--- src/rtl/snitch_muldiv_arbiter.sv ---
// Round-robin arbiter sharing one MUL/DIV unit among NrCores, with in-order response routing.
// Optional cycle-conflict counter is built only when SNITCH_MULDIV_ARB_PERF_EN is defined.
module snitch_muldiv_arbiter #(
    parameter int NrCores        = 8,
    parameter int DataWidth      = 96,
    parameter int RspWidth       = 38,
    parameter int MaxOutstanding = 4
) (
    input  logic                         clk_i,
    input  logic                         rst_ni,
    input  logic [NrCores*DataWidth-1:0] req_data_i,
    input  logic [NrCores-1:0]           req_valid_i,
    output logic [NrCores-1:0]           req_ready_o,
    output logic [DataWidth-1:0]         acc_q_data_o,
    output logic                         acc_q_valid_o,
    input  logic                         acc_q_ready_i,
    input  logic [RspWidth-1:0]          acc_p_data_i,
    input  logic                         acc_p_valid_i,
    output logic                         acc_p_ready_o,
    output logic [RspWidth-1:0]          rsp_data_o,
    output logic [NrCores-1:0]           rsp_valid_o,
    input  logic [NrCores-1:0]           rsp_ready_i,
    output logic [31:0]                  conflict_cnt_o
);

    localparam int IdxW = (NrCores > 1) ? $clog2(NrCores) : 1;
    localparam int PtrW = $clog2(MaxOutstanding);

    logic [DataWidth-1:0] req_data_arr [NrCores];

    logic [IdxW-1:0] rr_ptr_reg;
    logic [IdxW-1:0] rr_ptr_next;
    logic            lock_reg;
    logic [IdxW-1:0] lock_idx_reg;
    logic [IdxW-1:0] rr_pick;
    logic            rr_found;
    logic [IdxW-1:0] grant_idx;
    logic            grant_valid;
    logic            q_hs;
    logic            p_hs;

    logic [IdxW-1:0] fifo_mem [MaxOutstanding];
    logic [PtrW:0]   wr_ptr_reg;
    logic [PtrW:0]   rd_ptr_reg;
    logic            fifo_full;
    logic            fifo_empty;
    logic [IdxW-1:0] head_idx;

    genvar gi;
    generate
        for (gi = 0; gi < NrCores; gi++) begin : g_unpack
            assign req_data_arr[gi] = req_data_i[gi*DataWidth +: DataWidth];
        end
    endgenerate

    // Walk offsets from the far end so the closest valid core to rr_ptr wins.
    always_comb begin
        int cand;
        cand     = 0;
        rr_pick  = '0;
        rr_found = 1'b0;
        for (int off = NrCores - 1; off >= 0; off--) begin
            cand = int'(rr_ptr_reg) + off;
            if (cand >= NrCores) begin
                cand = cand - NrCores;
            end
            if (req_valid_i[cand[IdxW-1:0]]) begin
                rr_pick  = cand[IdxW-1:0];
                rr_found = 1'b1;
            end
        end
    end

    // A stalled offer keeps its core until the unit accepts it.
    assign grant_idx   = lock_reg ? lock_idx_reg : rr_pick;
    assign grant_valid = lock_reg ? req_valid_i[lock_idx_reg] : rr_found;

    assign fifo_empty = (wr_ptr_reg == rd_ptr_reg);
    assign fifo_full  = (wr_ptr_reg[PtrW] != rd_ptr_reg[PtrW]) &&
                        (wr_ptr_reg[PtrW-1:0] == rd_ptr_reg[PtrW-1:0]);
    assign head_idx   = fifo_mem[rd_ptr_reg[PtrW-1:0]];

    assign acc_q_valid_o = rst_ni & grant_valid & ~fifo_full;
    assign acc_q_data_o  = req_data_arr[grant_idx];
    assign q_hs          = acc_q_valid_o & acc_q_ready_i;

    assign acc_p_ready_o = ~fifo_empty & rsp_ready_i[head_idx];
    assign rsp_data_o    = acc_p_data_i;
    assign p_hs          = acc_p_valid_i & acc_p_ready_o;

    generate
        for (gi = 0; gi < NrCores; gi++) begin : g_per_core
            assign req_ready_o[gi] = q_hs & (grant_idx == IdxW'(gi));
            assign rsp_valid_o[gi] = ~fifo_empty & acc_p_valid_i & (head_idx == IdxW'(gi));
        end
    endgenerate

    assign rr_ptr_next = (grant_idx == IdxW'(NrCores - 1)) ? '0 : grant_idx + IdxW'(1);

    always_ff @(posedge clk_i or negedge rst_ni) begin
        if (!rst_ni) begin
            rr_ptr_reg   <= '0;
            lock_reg     <= 1'b0;
            lock_idx_reg <= '0;
            wr_ptr_reg   <= '0;
            rd_ptr_reg   <= '0;
        end else begin
            lock_reg     <= acc_q_valid_o & ~acc_q_ready_i;
            lock_idx_reg <= grant_idx;
            if (q_hs) begin
                rr_ptr_reg <= rr_ptr_next;
                wr_ptr_reg <= wr_ptr_reg + 1'b1;
            end
            if (p_hs) begin
                rd_ptr_reg <= rd_ptr_reg + 1'b1;
            end
        end
    end

    always_ff @(posedge clk_i) begin
        if (q_hs) begin
            fifo_mem[wr_ptr_reg[PtrW-1:0]] <= grant_idx;
        end
    end

`ifdef SNITCH_MULDIV_ARB_PERF_EN
    logic [31:0] conflict_cnt_reg;
    logic        multi_valid;

    // With two or more requesters at least one of them is left waiting this cycle.
    assign multi_valid = ($countones(req_valid_i) >= 2);

    always_ff @(posedge clk_i or negedge rst_ni) begin
        if (!rst_ni) begin
            conflict_cnt_reg <= '0;
        end else if (multi_valid && (conflict_cnt_reg != '1)) begin
            conflict_cnt_reg <= conflict_cnt_reg + 32'd1;
        end
    end

    assign conflict_cnt_o = conflict_cnt_reg;
`else
    assign conflict_cnt_o = '0;
`endif

`ifndef SYNTHESIS
    rsp_on_empty_fifo: assert property (@(posedge clk_i) disable iff (!rst_ni)
        !(acc_p_valid_i && fifo_empty))
        else $error("response arrived with no outstanding request");
`endif

endmodule
--- config.mk ---
export PLATFORM = sky130hd
export DESIGN_NAME = snitch_muldiv_arbiter
export DESIGN_NICKNAME = d
export VERILOG_FILES = /design/src/rtl/snitch_muldiv_arbiter.sv
export SDC_FILE = /design/constraint.sdc
export NUM_CORES = 1
export LEC_CHECK = 0
export CAP_MARGIN = 20
export CORE_AREA = 2 2 390 392
export DETAILED_ROUTE_END_ITERATION = 6
export DIE_AREA = 0 0 392 394
export PLACE_DENSITY = 0.37
export SLEW_MARGIN = 20
export SYNTH_ARGS = -nofsm -noshare
export SYNTH_HDL_FRONTEND = slang
export SYNTH_SLANG_ARGS = --single-unit
export TNS_END_PERCENT = 10
--- constraint.sdc ---
create_clock -name clk_i -period 4.66 [get_ports clk_i]
set_input_delay 0.699 -clock clk_i [delete_from_list [all_inputs] [get_ports clk_i]]
set_output_delay 0.699 -clock clk_i [all_outputs]
set_load 0.05 [all_outputs]
==> results.cfg <==
[outcome]
status = finished with violations
violations = negative setup slack

[worst_setup_path]
cp-end-kind = output port
cp_max_fo = 7
critPathLaunch = rr_ptr_reg[0]$_DFFE_PN0P_
regToRegSetupSlack_ps = 1170
worstSetupPathType = reg -> out
cp.arrival_ps = 4010
r2r_cells = 16
r2r-start = rr_ptr_reg[0]$_DFFE_PN0P_
startpoint_type = flip-flop
cp.required_ps = 3960

[synth]
yosys_register_bits = 25
yosysSeqAreaShare_pct = 7.11
syn_inst = 1446
yosysMostFrequentCell = nand2_1
async_reset_ff_share_pct = 52.0
synth_cell_type_count = 60
synth.top_cells.by_area = nand2_1 (16%), mux2i_1 (12%), a21oi_1 (11%), a221o_1 (10%), a32o_1 (10%)
avgSynthCellArea_um2 = 6.67
synth_top_flop_cell = dfrtp_1
yosysTopAreaCell = nand2_1
yosysWarningCount = 0
synth_edf_count = 12
syn_area_um2 = 9640
netlist_top_cells_count = nand2_1 (410), a21oi_1 (205), mux2i_1 (115)
yosysTopAreaCellShare_pct = 16.0

[floorplanning]
die_x_um = 392
die_area_um2 = 154000
initial_utilization_pct = 6.40
die_y_um = 394
coreArea_um2 = 151000
row_count = 143
ios = 1010

[run]
maxCapViolCount = 0

[layout]
largest_register_ffs = 12
drive_above_1_share_pct = 23.3
area_growth_pct = 158
final_nets = 3272
n_fill_cell = 17200
fin_area_um2 = 24900

[drt]
drc_errors = 0
firstDrtPassIters = 5
routed_wl_um = 103000
routed-via-count = 15400
ant_nets = 0
wl_per_cell_um = 23.1
vias_per_cell = 3.45
drt_iter0_drc = 834

[clock_tree]
clock_latency_ps = 260
cts_buffers = 3
cts_tree = yes
cts_root_buf = clkbuf_16
cts_hold_buf = 0
htreeDepth = 1
clock_path_buffers = 2
cts.sinks = 25
clk_pin_slew_ps = 70

[global_routing]
grt_pass1_wl_um = 134000
grt_max_degree = 37
grt.overflow.total = 0
grt_antenna_before_repair = 40
first_global_vias = 15700
grt_use_total_pct = 12.5

[placed_design]
pre_cts_slack_ps = -523
place_congestion = 0.912
placed_area_um2 = 23000
port_buffers = 901
hpwl_um = 87100

[sta]
hold_viol = 0
grt_setup_unrepaired = yes
whs_ps = 490
period_minus_slack_ps = 4710
slew_violations = 0
fmax_mhz = 212
setup_viol = 3
fin_crit_sh_pct = 101
fin_setup_tns_ps = -74.7
finClkSkew_ps = 5.25
slew_headroom_pct = 61.8
tightest_slew_ps = 571
fin_ws_ps = -47.8

[min_path]
holdPathStages = 1
hold_path.class = reg -> reg
min_from = rd_ptr_reg[2]$_DFFE_PN0P_
## final timing paths
check,end
max,acc_q_data_o[29]
min,rd_ptr_reg[2]$_DFFE_PN0P_
max reg2reg,rr_ptr_reg[2]$_DFFE_PN0P_
min reg2reg,rd_ptr_reg[2]$_DFFE_PN0P_
max in group asynchronous,rr_ptr_reg[0]$_DFFE_PN0P_
min in group asynchronous,wr_ptr_reg[2]$_DFFE_PN0P_
## area by class of cell
type | instances | area (um^2) | area share, %
Antenna cell | 4 | 10.0 | 0.0402
Clock buffer | 3 | 75.1 | 0.302
Clock inverter | 1 | 7.51 | 0.0302
Inverter | 11 | 72.6 | 0.291
Multi-Input combinational cell | 1208 | 8230 | 33.1
Sequential cell | 25 | 687 | 2.76
Tap cell | 2030 | 2540 | 10.2
Timing Repair Buffer | 1189 | 13300 | 53.3
## per-stage QoR
step | std cells | util [%]
after floorplan | 1477 | -
after global placement | 4401 | 15.3
after detailed placement | 4401 | 15.3
after CTS | 4452 | 16.1
after global routing | 4469 | 16.5
final | 4471 | 16.5
## cells in the final DEF (no fill, tap or decap), types with 4 or more instances in the layout
master,count
a32o_2,7
and3_1,6
a21oi_2,9
conb_1,32
nand2b_1,6
xor2_1,4
mux4_2,17
nand3_1,4
dfrtp_1,12
a32o_1,89
buf_12,128
mux2_2,10
o21ai_2,74
buf_4,181
nor2b_1,4
xnor2_1,4
buf_16,15
a21oi_1,195
mux2i_1,106
diode_2,4
bufbuf_16,5
buf_8,7
edfxtp_1,12
clkbuf_16,8
ha_1,6
mux2i_2,7
nor3b_1,5
o21ai_1,19
clkdlybuf4s50_1,788
a221o_1,93
buf_6,52
nor2_1,29
nor3_1,6
nand2_2,7
inv_1,7
o21ai_4,5
nand2_1,403
## worst max-delay path, stage by stage (launching register included)
cell and delay (ps):
dfrtp_2 460, inv_2 90, ha_4 230, buf_6 130, nor3b_1 130, mux2_4 280, nor4_4 260, buf_4 160
nand3b_1 80, a311oi_2 300, nor3_4 100, buf_12 180, buf_12 140, clkbuf_16 170, buf_6 130, buf_6 120
mux2i_1 120, a221o_1 310, o21ai_1 80, buf_4 150, buf_12 130
## layer usage
layer	track usage, %	up-vias	routed length, um
li1	-	7280	-
met1	15.6	7328	44100
met4	1.20	20	1290
met2	21.1	698	48500
met3	4.33	94	9470
met5	0	-	126
## cells by family (layout without fill, tap and decap cells)
logic type / after synthesis / after routing / share of synthesized area [%]
other cells: 1 / 36 / 0.0389
compound gates: 528 / 528 / 38.5
buf+inv: 244 / 1204 / 14.6
fa+ha+maj: 8 / 8 / 1.04
mux: 144 / 144 / 17.3
xor+xnor: 10 / 10 / 1.18
simple gates: 486 / 486 / 20.2
flops: 25 / 25 / 7.11
## timing repair
| item | in CTS | in global routing |
|---|---|---|
| buffers inserted | 35 | 14 |
| gates resized for setup | 138 | 117 |
| setup endpoints to repair | 104 | 96 |
| cloned | 13 | 5 |
| pin swaps | 16 | 40 |
Power is not shown: default switching activity piles up to over one toggle a cycle in this logic, so the estimate is an artifact.
